<file path="config.mk">
export PLATFORM = sky130hd
export DESIGN_NAME = device_event_encoder_flat
export DESIGN_NICKNAME = d
export VERILOG_FILES = /design/src/rtl/device_event_encoder_pkg.sv /design/src/rtl/device_event_encoder_if.sv /design/src/rtl/device_event_encoder_rr_arbiter.sv /design/src/rtl/device_event_encoder.sv /design/src/flat_wrapper.sv
export SDC_FILE = /design/constraint.sdc
export NUM_CORES = 1
export LEC_CHECK = 0
export CORE_MARGIN = 2
export CORE_UTILIZATION = 45
export CTS_CLUSTER_DIAMETER = 100
export DETAILED_ROUTE_END_ITERATION = 16
export GPL_TIMING_DRIVEN = 0
export MAX_ROUTING_LAYER = met4
export PLACE_DENSITY = 0.67
export SLEW_MARGIN = 20
export SYNTH_ARGS = -nofsm -noshare
export SYNTH_HDL_FRONTEND = slang
export SYNTH_SLANG_ARGS = --single-unit
</file>
<file path="constraint.sdc">
create_clock -name clk -period 10.4 [get_ports clk]
set_input_delay 3.12 -clock clk [delete_from_list [all_inputs] [get_ports clk]]
set_output_delay 3.12 -clock clk [all_outputs]
set_load 0.1 [all_outputs]
</file>
<file path="src/rtl/device_event_encoder_pkg.sv">
// -----------------------------------------------------------------------------
// device_event_encoder_pkg
// Shared definitions for the active-device event link (encoder and monitor).
//   CNT_W          : width of the active-device count
//   EVT_ON/EVT_OFF : event direction encoding carried on on_off
//   N_DEV_DEFAULT  : default number of monitored devices
//   ID_W_DEFAULT   : default device index width
//   cnt_step()     : apply one event to a count value
// -----------------------------------------------------------------------------
package device_event_encoder_pkg;

  localparam int   CNT_W         = 8;
  localparam logic EVT_ON        = 1'b1;
  localparam logic EVT_OFF       = 1'b0;
  localparam int   N_DEV_DEFAULT = 8;
  localparam int   ID_W_DEFAULT  = 3;

  // Count after one issued event: increment for on, decrement for off.
  function automatic logic [CNT_W-1:0] cnt_step(input logic [CNT_W-1:0] cnt,
                                                input logic             dir);
    logic [CNT_W-1:0] res;
    if (dir == EVT_ON) begin
      res = cnt + CNT_W'(1);
    end else begin
      res = cnt - CNT_W'(1);
    end
    return res;
  endfunction

endpackage

</file>
<file path="src/rtl/device_event_encoder_if.sv">
// -----------------------------------------------------------------------------
// device_event_encoder_if
// Bundle of the device-status inputs and the event link outputs.
//   dev_status : per-device on/off level
//   stall      : hold events this cycle
//   change     : one-cycle event strobe
//   on_off     : event direction (1 = on / increment)
//   dev_id     : device index of the event
//   pending    : at least one event buffered
//   active_cnt : shadow of the downstream active-device counter
// Modports: master = encoder side, slave = source/consumer side.
// -----------------------------------------------------------------------------
interface device_event_encoder_if #(
  parameter int N_DEV = 8,
  parameter int ID_W  = 3
) ();
  import device_event_encoder_pkg::*;

  logic [N_DEV-1:0] dev_status;
  logic             stall;
  logic             change;
  logic             on_off;
  logic [ID_W-1:0]  dev_id;
  logic             pending;
  logic [CNT_W-1:0] active_cnt;

  modport master (
    input  dev_status, stall,
    output change, on_off, dev_id, pending, active_cnt
  );

  modport slave (
    output dev_status, stall,
    input  change, on_off, dev_id, pending, active_cnt
  );

endinterface

</file>
<file path="src/rtl/device_event_encoder_rr_arbiter.sv">
// -----------------------------------------------------------------------------
// rr_arbiter
// Combinational round-robin pick: the lowest index at or above ptr (wrapping
// modulo N_DEV) whose request bit is set.
//   req       : request vector, one bit per device
//   ptr       : search start index (always < N_DEV)
//   gnt_valid : some request is set
//   gnt_idx   : granted index (0 when gnt_valid = 0)
// -----------------------------------------------------------------------------
module rr_arbiter #(
  parameter int N_DEV = 8,
  parameter int ID_W  = 3
) (
  input  logic [N_DEV-1:0] req,
  input  logic [ID_W-1:0]  ptr,
  output logic             gnt_valid,
  output logic [ID_W-1:0]  gnt_idx
);

  int              cand_s;
  logic [ID_W-1:0] cand_idx_s;

  // Scan candidates from farthest to nearest so the nearest hit overwrites.
  always_comb begin
    gnt_valid  = 1'b0;
    gnt_idx    = '0;
    cand_s     = 0;
    cand_idx_s = '0;
    for (int k = N_DEV - 1; k >= 0; k--) begin
      cand_s = int'(ptr) + k;
      if (cand_s >= N_DEV) begin
        cand_s = cand_s - N_DEV;
      end else begin
        cand_s = cand_s;
      end
      cand_idx_s = ID_W'(cand_s);
      if (req[cand_idx_s]) begin
        gnt_valid = 1'b1;
        gnt_idx   = cand_idx_s;
      end else begin
        gnt_valid = gnt_valid;
      end
    end
  end

endmodule

</file>
<file path="src/rtl/device_event_encoder.sv">
// -----------------------------------------------------------------------------
// device_event_encoder
// Detects on/off transitions of N_DEV device status levels, buffers at most
// one net event per device, and issues one change/on_off event per non-stalled
// cycle in round-robin order. active_cnt shadows the downstream counter.
//   clk  : clock, rising edge
//   rst  : asynchronous active-low reset
//   bus  : device_event_encoder_if.master (dev_status, stall in;
//          change, on_off, dev_id, pending, active_cnt out)
// Build option: DEV_SYNC_EN adds a two-flop synchroniser on dev_status
// (two extra cycles of latency).
// -----------------------------------------------------------------------------
module device_event_encoder
  import device_event_encoder_pkg::*;
#(
  parameter int N_DEV = N_DEV_DEFAULT,
  parameter int ID_W  = ID_W_DEFAULT
) (
  input  logic                   clk,
  input  logic                   rst,
  device_event_encoder_if.master bus
);

  logic [N_DEV-1:0] status_s;
  logic [N_DEV-1:0] prev_r;
  logic [N_DEV-1:0] pend_on_r;
  logic [N_DEV-1:0] pend_off_r;
  logic [ID_W-1:0]  rr_ptr_r;
  logic             change_r;
  logic             on_off_r;
  logic [ID_W-1:0]  dev_id_r;
  logic             pending_r;
  logic [CNT_W-1:0] active_cnt_r;

  logic [N_DEV-1:0] rise_s;
  logic [N_DEV-1:0] fall_s;
  logic [N_DEV-1:0] req_s;
  logic             gnt_valid_s;
  logic [ID_W-1:0]  gnt_idx_s;
  logic             grant_s;
  logic             gnt_dir_s;
  logic [N_DEV-1:0] gnt_mask_s;
  logic [N_DEV-1:0] on_left_s;
  logic [N_DEV-1:0] off_left_s;
  logic [N_DEV-1:0] pend_on_nxt_s;
  logic [N_DEV-1:0] pend_off_nxt_s;
  logic [ID_W-1:0]  ptr_nxt_s;

`ifdef DEV_SYNC_EN
  logic [N_DEV-1:0] sync1_r;
  logic [N_DEV-1:0] sync2_r;

  // Two-flop synchroniser for asynchronous device levels.
  always_ff @(posedge clk or negedge rst) begin
    if (!rst) begin
      sync1_r <= '0;
      sync2_r <= '0;
    end else begin
      sync1_r <= bus.dev_status;
      sync2_r <= sync1_r;
    end
  end

  assign status_s = sync2_r;
`else
  assign status_s = bus.dev_status;
`endif

  assign rise_s  = status_s & ~prev_r;
  assign fall_s  = ~status_s & prev_r;
  assign req_s   = pend_on_r | pend_off_r;
  assign grant_s = gnt_valid_s & ~bus.stall;

  rr_arbiter #(
    .N_DEV (N_DEV),
    .ID_W  (ID_W)
  ) u_arb (
    .req       (req_s),
    .ptr       (rr_ptr_r),
    .gnt_valid (gnt_valid_s),
    .gnt_idx   (gnt_idx_s)
  );

  // Grant decode, pend-bit update and pointer advance.
  always_comb begin
    gnt_mask_s = '0;
    for (int i = 0; i < N_DEV; i++) begin
      gnt_mask_s[i] = grant_s && (gnt_idx_s == ID_W'(i));
    end
    gnt_dir_s = pend_on_r[gnt_idx_s];
    // Pend bits that survive this cycle's grant; only these can be cancelled,
    // so an opposite edge on the granted device re-arms instead of cancelling.
    on_left_s      = pend_on_r & ~gnt_mask_s;
    off_left_s     = pend_off_r & ~gnt_mask_s;
    pend_on_nxt_s  = (on_left_s & ~fall_s) | (rise_s & ~off_left_s);
    pend_off_nxt_s = (off_left_s & ~rise_s) | (fall_s & ~on_left_s);
    if (gnt_idx_s == ID_W'(N_DEV - 1)) begin
      ptr_nxt_s = '0;
    end else begin
      ptr_nxt_s = gnt_idx_s + ID_W'(1);
    end
  end

  // State and registered outputs; on_off/dev_id hold when nothing is issued.
  always_ff @(posedge clk or negedge rst) begin
    if (!rst) begin
      prev_r       <= '0;
      pend_on_r    <= '0;
      pend_off_r   <= '0;
      rr_ptr_r     <= '0;
      change_r     <= 1'b0;
      on_off_r     <= 1'b0;
      dev_id_r     <= '0;
      pending_r    <= 1'b0;
      active_cnt_r <= '0;
    end else begin
      prev_r     <= status_s;
      pend_on_r  <= pend_on_nxt_s;
      pend_off_r <= pend_off_nxt_s;
      pending_r  <= |(pend_on_nxt_s | pend_off_nxt_s);
      change_r   <= grant_s;
      if (grant_s) begin
        on_off_r     <= gnt_dir_s;
        dev_id_r     <= gnt_idx_s;
        rr_ptr_r     <= ptr_nxt_s;
        active_cnt_r <= cnt_step(active_cnt_r, gnt_dir_s);
      end
    end
  end

  assign bus.change     = change_r;
  assign bus.on_off     = on_off_r;
  assign bus.dev_id     = dev_id_r;
  assign bus.pending    = pending_r;
  assign bus.active_cnt = active_cnt_r;

endmodule

</file>
<file path="src/flat_wrapper.sv">
// flat-port wrapper written by rule: the top's interface ports become plain ports
module device_event_encoder_flat import device_event_encoder_pkg::*;
#(
  parameter int N_DEV = N_DEV_DEFAULT,
  parameter int ID_W  = ID_W_DEFAULT
)
  (clk, rst, bus_dev_status, bus_stall, bus_change, bus_on_off, bus_dev_id, bus_pending, bus_active_cnt);
  device_event_encoder_if #(.N_DEV(N_DEV), .ID_W(ID_W)) bus_i ();
  input  logic clk;
  input  logic rst;
  input wire logic [$bits(bus_i.dev_status)-1:0] bus_dev_status;
  input wire logic [$bits(bus_i.stall)-1:0] bus_stall;
  output wire logic [$bits(bus_i.change)-1:0] bus_change;
  output wire logic [$bits(bus_i.on_off)-1:0] bus_on_off;
  output wire logic [$bits(bus_i.dev_id)-1:0] bus_dev_id;
  output wire logic [$bits(bus_i.pending)-1:0] bus_pending;
  output wire logic [$bits(bus_i.active_cnt)-1:0] bus_active_cnt;
  assign bus_i.dev_status = bus_dev_status;
  assign bus_i.stall = bus_stall;
  assign bus_change = bus_i.change;
  assign bus_on_off = bus_i.on_off;
  assign bus_dev_id = bus_i.dev_id;
  assign bus_pending = bus_i.pending;
  assign bus_active_cnt = bus_i.active_cnt;
  device_event_encoder #(.N_DEV(N_DEV), .ID_W(ID_W)) u_core (.clk(clk), .rst(rst), .bus(bus_i));
endmodule
</file>
Word level (Yosys, flattened, before mapping). Index checks and enable logic that the tools add are counted.

Register bits: 41. Bits in latches: 0. Memory bits (writable): 0. ROM bits: 0. Bits of input ports: 11. Output and inout bits: 14. Logic and storage cells: 126. Memories kept: 0.

$add $sub $neg: 18. $mul: 0. Divide/modulo/power cells: 0. Order comparisons: 17. Equality and inequality tests: 7. Shift-type cells: 0. Multiplexer cells: 44. Bitwise gates (word level): 21. Reductions and logical operators: 10.

Operators by type and width (number): $and A8 B8 Y8 (8); $not A8 Y8 (7); $mux W3 (17); $lt A3 B4 Y1 const B (9); $or A8 B8 Y8 (4); $ge A4 B4 Y1 const B (7); $bmux W1 S3 (9); $sub A3 B1 Y3 const B (8); $mux W1 (17); $add A3 B3 Y4 const B (4); $eq A3 B3 Y1 const B (4); $add A3 B2 Y4 const B (2); $add A8 B1 Y8 const B (1); $logic_and A1 B1 Y1 (8); $mux W8 (1); $reduce_or A8 Y1 (1); $sub A8 B1 Y8 const B (1); $eq A3 B2 Y1 const B (2); $add A3 B1 Y4 const B (1); $ge A3 B4 Y1 const B (1); $add A3 B1 Y3 const B (1); $eq A3 B1 Y1 const B (1); $logic_not A3 Y1 (1); $and A1 B1 Y1 (1); $not A1 Y1 (1).

Depth between registers and ports, before layout. Gate-level depths: netlist of the first run.

Depth after elaboration: 22. Mapped depth: 22. Mapped depth without buffers: 19.

Hierarchy. Synthesis of the first run repeated with hierarchy kept, for this count alone.

Cells, all modules: 331. Area, all modules: 3179.3 um^2.

By module, submodules not included: device_event_encoder (times used 1, cells each 241, area each 2397.3 um^2, seq. area each 1026.0 um^2); rr_arbiter (times used 1, cells each 90, area each 782.0 um^2, seq. area each 0.0 um^2).

Least setup slack after synthesis of the first run. Ideal clock, no wire load.

Kind: input -> register. Start: in bus_stall. End: reg u_core.pending_r, in the netlist u_core.bus.pending. Setup time: 0.140 ns. Data arrival time: 4.389 ns. Required time: 10.260 ns. Slack: 5.871 ns. Stages on the path: 8. Buffers on the path: 1. Cells stage by stage: a31o_2 -> inv_1 -> buf_2 -> nand2_1 -> o21a_1 -> a22o_1 -> nor3_1 -> nand4_1.

Longest elaborated chain between the ends: 10. Elaborated cells on any way between the ends: 23. Classes of those cells: bitwise (14); reduce/logical (9).

RTL lines: from (decl) (line flat_wrapper.sv:12) `input wire logic [$bits(bus_i.stall)-1:0] bus_stall;`; $not A1 Y1 * (line device_event_encoder.sv:72) `assign grant_s = gnt_valid_s & ~bus.stall;`; $and A1 B1 Y1 * (line device_event_encoder.sv:72); via u_core.grant_s (line device_event_encoder.sv:40) `logic grant_s;`; $logic_and A1 B1 Y1 * (line device_event_encoder.sv:88) `gnt_mask_s[i] = grant_s && (gnt_idx_s == ID_W'(i));`; $not A8 Y8 * (line device_event_encoder.sv:93, device_event_encoder.sv:94); $and A8 B8 Y8 (line device_event_encoder.sv:93) `on_left_s = pend_on_r & ~gnt_mask_s;`; $not A8 Y8 (line device_event_encoder.sv:96) `pend_off_nxt_s = (off_left_s & ~rise_s) | (fall_s & ~on_left_s);`; $and A8 B8 Y8 (line device_event_encoder.sv:96); $or A8 B8 Y8 * (line device_event_encoder.sv:96); via u_core.pend_off_nxt_s[3] (line device_event_encoder.sv:46) `logic [N_DEV-1:0] pend_off_nxt_s;`; $or A8 B8 Y8 * (line device_event_encoder.sv:120) `pending_r <= |(pend_on_nxt_s | pend_off_nxt_s);`; $reduce_or A8 Y1 * (line device_event_encoder.sv:120); to (signal assigned) (line device_event_encoder.sv:120); to (decl) (line device_event_encoder.sv:32) `logic pending_r;`.

The timed path passes the listed nets; every way through them passes the cells marked *. A chain may end at the register's enable or synchronous reset.

Final worst setup path of the first run.
Start: reg u_core.rr_ptr_r[1]. End: reg u_core.active_cnt_r[6], in the netlist u_core.bus.active_cnt[6].

Longest elaborated chain between the ends: 16. Elaborated cells on any way between the ends: 67. Classes of those cells: add/sub (15); order compare (8); mux (43); bitwise (1).

RTL lines: from (decl) (line device_event_encoder.sv:28) `logic [ID_W-1:0] rr_ptr_r;`; from (signal assigned) (line device_event_encoder.sv:125) `rr_ptr_r <= ptr_nxt_s;`; $add A3 B3 Y4 (line device_event_encoder_rr_arbiter.sv:30) `cand_s = int'(ptr) + k;`; $ge A4 B4 Y1 / $sub A3 B1 Y3 (equally long branches) (line device_event_encoder_rr_arbiter.sv:31, device_event_encoder_rr_arbiter.sv:32); $mux W3 (line device_event_encoder_rr_arbiter.sv:31) `if (cand_s >= N_DEV) begin`; $bmux W1 S3 (line device_event_encoder_rr_arbiter.sv:37) `if (req[cand_idx_s]) begin`; $mux W1 (implied by the code) (line device_event_encoder_rr_arbiter.sv:37); $mux W3 (8 in a row) (line device_event_encoder_rr_arbiter.sv:37); $bmux W1 S3 (line device_event_encoder.sv:90) `gnt_dir_s = pend_on_r[gnt_idx_s];`; $mux W1 (implied by the code) (line device_event_encoder.sv:90); $mux W8 (line device_event_encoder_pkg.sv:22) `if (dir == EVT_ON) begin`; to (signal assigned) (line device_event_encoder.sv:126) `active_cnt_r <= cnt_step(active_cnt_r, gnt_dir_s);`; to (decl) (line device_event_encoder.sv:33) `logic [CNT_W-1:0] active_cnt_r;`.

Parallel ways exist; a longest one is shown, timed or not. The select of a mux whose other input is x is not followed.

==> results of run 1 <==
[synthesized netlist by cell type (4+ instances only)]
cell	n	area [um^2]
a211oi_1	4	30.0
a21o_1	7	52.6
a21oi_1	12	60.1
a221oi_1	5	43.8
a22o_1	7	61.3
a31oi_1	4	25.0
a41oi_1	4	35.0
buf_4	4	30.0
clkbuf_1	7	26.3
dfrtp_1	41	1030
ha_1	5	62.6
inv_1	11	41.3
mux2i_1	9	90.1
mux4_2	11	248
nand2_1	26	97.6
nand2b_1	13	81.3
nand3_1	7	35.0
nor2_1	21	78.8
nor2b_1	8	50.1
nor3_1	14	70.1
o21a_1	8	60.1
o21ai_0	15	75.1
o22ai_1	10	62.6
or2_2	7	43.8
xnor2_1	7	61.3
[final timing paths]
kind | from | end | slack, ps | cells after the start
max | u_core.rr_ptr_r[1]$_DFFE_PN0P_ | u_core.bus.active_cnt[6]$_DFFE_PN0P_ | 5060 | 22
min | u_core.bus.active_cnt[7]$_DFFE_PN0P_ | u_core.bus.active_cnt[7]$_DFFE_PN0P_ | 480 | 1
max reg2reg | u_core.rr_ptr_r[1]$_DFFE_PN0P_ | u_core.bus.active_cnt[6]$_DFFE_PN0P_ | 5060 | 22
min reg2reg | u_core.bus.active_cnt[7]$_DFFE_PN0P_ | u_core.bus.active_cnt[7]$_DFFE_PN0P_ | 480 | 1
max in group asynchronous | rst | u_core.bus.active_cnt[5]$_DFFE_PN0P_ | 7200 | 2
min in group asynchronous | rst | u_core.rr_ptr_r[0]$_DFFE_PN0P_ | 2730 | 1
[registers in the layout (all words and copies together) (netlist names)]
register / flops
u_core.bus.dev_id: 3
u_core.bus.change: 1
u_core.bus.pending: 1
u_core.pend_off_r: 8
u_core.bus.on_off: 1
u_core.rr_ptr_r: 3
u_core.bus.active_cnt: 8
u_core.prev_r: 8
u_core.pend_on_r: 8
[final cells by class]
class	count	area (um^2)
fill	697	3420
clock inverter	1	5.00
tap	99	124
inverter	12	45.0
clock buffer	5	68.8
timing repair buffer	25	255
buffer	18	109
multi-input combinational	282	2200
sequential	41	1030
[per-layer routing]
| metal | wire length [um] | share of wire, % |
|---|---|---|
| met1 | 4120 | 46 |
| met2 | 3980 | 44 |
| met3 | 627 | 7.0 |
| met4 | 252 | 2.8 |
| met5 | 0 | 0 |
[critical path, stage by stage (launching register included)]
cell and delay [ps]:
dfrtp_1 460, buf_2 310, inv_1 190, ha_1 310
clkbuf_1 380, inv_1 250, mux4_2 340, a2111oi_2 290
o32ai_1 170, a41o_1 250, nand2_1 120, inv_2 100
and4_4 160, o31ai_2 360, and3_1 230, buf_6 140
inv_1 60, ha_1 360, inv_1 110, nor2_1 70
nor4b_1 260, mux2i_1 130, xnor2_1 140
[through the flow]
stage	hold WS [ps]	instance area, um^2	setup WS [ps]	utilization [%]
floorplan	549	3380	5870	-
global placement	464	3740	5020	51.6
detailed placement	466	3760	5030	51.8
CTS	484	3830	5090	52.8
global route	514	3830	4590	52.8
finish	482	3830	5060	52.8
[cells by family (layout without fill, tap and decap cells)]
| logic type | count (synthesis) | in the layout | share of synthesized area (%) |
|---|---|---|---|
| xor gates and xnor gates | 10 | 10 | 3.04 |
| buffers and inverters | 30 | 61 | 4.56 |
| adders and majority gates | 5 | 5 | 1.85 |
| muxes | 25 | 25 | 12.2 |
| and+or+nand+nor | 125 | 125 | 20.3 |
| DFF | 41 | 41 | 30.4 |
| AOI/OAI and AO/OA | 117 | 117 | 27.7 |
==> impl_metrics.ini, run 1 <==
[yosys]
synth_cells = 353
ys_ff_latch = 41
synth_cell_types = 81
yosys_warnings = 0
synthArstFlopShare_pct = 100
synth_fp_nets = 369
synth_flop_cell = dfrtp_1
synth_edf_count = 0
ys_seq_area_share_pct = 30.4
avgSynthCellArea_um2 = 9.57
synth_area_um2 = 3380

[finish]
drive_gt1_share_pct = 16.7
area_growth_pct = 13.4
diodes = 0
most-common-layout-cells = dfrtp_1, nand2_1, clkdlybuf4s50_1, nor2_1, o21ai_0
layout_commonest_cell = dfrtp_1
finalNetCount = 401
final_cells = 483

[global_routing]
grt_pass1_vias = 2876
grt_max_degree = 28
grt_usage_pct = 23.3
use_met2_pct = 33.1
antenna_found_initial = 0
grtUsageMet1_pct = 32.9
grtUsageMet3_pct = 3.76
grt_pass1_wl_um = 14900
busiest_layer = met2
overflow = 0

[floorplan]
start_util_pct = 46.6
die_y_um = 90.6
die_width_um = 90.6
core_area_um2 = 7250
io_pins = 25
row_count = 31
die_area_um2 = 8210

[run_status]
run_status = complete, no violations

[placement]
io_buffers = 24
hpwl_um = 6850
place_inst = 477
gp_congestion = 0.991

[sta]
worst_pin_slew_ps = 973
grt_setup_unrepaired = no
fin_crit_ps = 5340
setup_tns_ps = 0
finalSetupViolCount = 0
finClkSkew_ps = 7.09
max_slew_margin_pct = 34.9
hold_violations = 0
slew_viol_final = 0
period_share_pct = 51.4
max_freq_mhz = 187

[worst_setup_path]
cp_max_fo = 10
worstPathRequired_ps = 10580
arrival_ps = 5520
critPathKind = reg -> reg
start_kind = flip-flop
end_kind = flip-flop

[cts]
postCtsHoldBufs = 0
clockBufferDepth = 2
post_cts_resized = 0
cts_setup_buffers = 0
insertion_delay_ps = 300
cts_root_buf = clkbuf_8
cts_num_sinks = 41
clk_pin_slew_ps = 70
ctsHtreeMaxLevel = 2
cts_inserted_buffers = 5
cts_tree = built

[route]
via_per_inst = 6.33
antenna_left = 0
drt_iter0_drc = 336
wl_per_cell_um = 18.6
post-route-drc-count = 0
vias = 3058
wl_um = 8990
detail_route.first_pass.iterations = 5

[flow_run]
drv_cap = 0

[hold_path]
hold_class = reg -> reg
Power of run 1 is not shown: default switching activity piles up to over one toggle a cycle in this logic, so the estimate is an artifact.
==> run 2, diff against run 1 <==
Clock period 10.4 ns to 5.35 ns, I/O delays scaled along.
==> impl_metrics.ini, run 2 (synthesized netlist as in run 1, its figures left out) <==
[worst_setup_path]
critPathKind = reg -> reg
arrival_ps = 5120
end_kind = flip-flop
r2r_start = u_core.rr_ptr_r[1]$_DFFE_PN0P_
rr_endpoint = u_core.bus.active_cnt[6]$_DFFE_PN0P_
worstPathRequired_ps = 5530
r2r_slack_ps = 410
cp_max_fo = 10
start_kind = flip-flop
r2r_cells = 21

[cts]
cts_num_sinks = 41
clockBufferDepth = 2
cts_inserted_buffers = 5
clk_pin_slew_ps = 70
cts_tree = built
cts_root_buf = clkbuf_8
ctsHtreeMaxLevel = 2
cts_setup_buffers = 0
insertion_delay_ps = 300

[finish]
finalNetCount = 400
diodes = 0
post-route-cell-area_um2 = 3860
drive_gt1_share_pct = 17.2
most-common-layout-cells = dfrtp_1, nand2_1, clkdlybuf4s50_1, nor2_1, o21ai_0
layout_commonest_cell = dfrtp_1
area_growth_pct = 14.2

[sta]
max_slew_margin_pct = 34.9
worst_pin_slew_ps = 973
finClkSkew_ps = 7.33
period_share_pct = 92.3
fin_crit_ps = 4940
slew_viol_final = 0
max_freq_mhz = 203
hold_violations = 0
finalSetupViolCount = 0

[global_routing]
antenna_found_initial = 0
grt_pass1_wl_um = 14900
grt_pass1_vias = 2876
grt_usage_pct = 23.3
grt_max_degree = 28
overflow = 0

[hold_path]
hold-path-endpoint = u_core.bus.active_cnt[7]$_DFFE_PN0P_
hold_start = u_core.bus.active_cnt[7]$_DFFE_PN0P_
hold_depth = 1
hold_class = reg -> reg

[route]
drt_iter0_drc = 323
wl_per_cell_um = 18.7
post-route-drc-count = 0
via_per_inst = 6.35
wl_um = 8990
detail_route.first_pass.iterations = 5
antenna_left = 0
vias = 3059

[floorplan]
start_util_pct = 46.6
core_area_um2 = 7250
die_width_um = 90.6
io_pins = 25
die_y_um = 90.6
row_count = 31
die_area_um2 = 8210

[placement]
gp_congestion = 0.991
io_buffers = 24
placed_cell_area_um2 = 3760
hpwl_um = 6850

[flow_run]
drv_cap = 0

[run_status]
run_status = complete, no violations
[run 2: cell type report]
cell class                 count  area [um^2]
fill                         699         3400
multi-input combinational    282         2220
sequential                    41         1030
timing repair buffer          25          255
tap                           99          124
buffer                        17          108
clock buffer                   5         68.8
inverter                      12         45.0
clock inverter                 1         5.00
[run 2: how the worst max path moves through the flow]
stage | startpoint | to | slack (ps) | depth (start not counted)
floorplan | u_core.rr_ptr_r[1]$_DFFE_PN0P_ | u_core.bus.active_cnt[7]$_DFFE_PN0P_ | 850 | 21
CTS | u_core.rr_ptr_r[1]$_DFFE_PN0P_ | u_core.bus.active_cnt[6]$_DFFE_PN0P_ | 40 | 22
detailed placement | u_core.rr_ptr_r[1]$_DFFE_PN0P_ | u_core.bus.active_cnt[6]$_DFFE_PN0P_ | 80 | 22
global route | u_core.rr_ptr_r[1]$_DFFE_PN0P_ | u_core.bus.active_cnt[6]$_DFFE_PN0P_ | -3 | 21
global placement | u_core.rr_ptr_r[1]$_DFFE_PN0P_ | u_core.bus.active_cnt[6]$_DFFE_PN0P_ | 120 | 22
finish | u_core.rr_ptr_r[1]$_DFFE_PN0P_ | u_core.bus.active_cnt[6]$_DFFE_PN0P_ | 410 | 21
[run 2: repair_timing]
item | in CTS | in global routing
setup endpoints to repair | 0 | 6
hold buffers | 0 | 0
gates resized for setup | 0 | 5
[run 2: critical path: stages, from the launching register on]
cell	delay [ps]
dfrtp_1	470
clkbuf_4	280
inv_1	150
ha_2	490
inv_1	170
mux4_2	320
a2111oi_2	280
o32ai_1	170
a41o_1	260
nand2_1	130
inv_2	110
and4_4	180
o31ai_4	320
and3_1	220
buf_6	140
inv_1	60
ha_1	360
inv_1	110
nor2_1	70
nor4b_1	260
mux2i_1	130
xnor2_1	140
[run 2: stage by stage]
stage                     worst slack (ps)  utilization (%)  hold slack (ps)  TNS (ps)  std cells
after floorplan                        853                -              549         0        353
after global placement                 120             51.6              464         0        476
after detailed placement              80.8             51.8              466         0        477
after CTS                             40.5             52.8              484         0        483
after global routing                 -3.30             53.2              514     -3.30        482
final                                  412             53.2              482         0        482
[run 2: metal layers]
layer	global-route usage [%]	share of wire, %	up-vias
li1	-	-	1437
met3	3.76	7.7	25
met4	9.87	3.2	0
met2	33.1	44	163
met5	-	0	-
met1	32.9	45	1434
Power of run 2 is left out for the same reason.
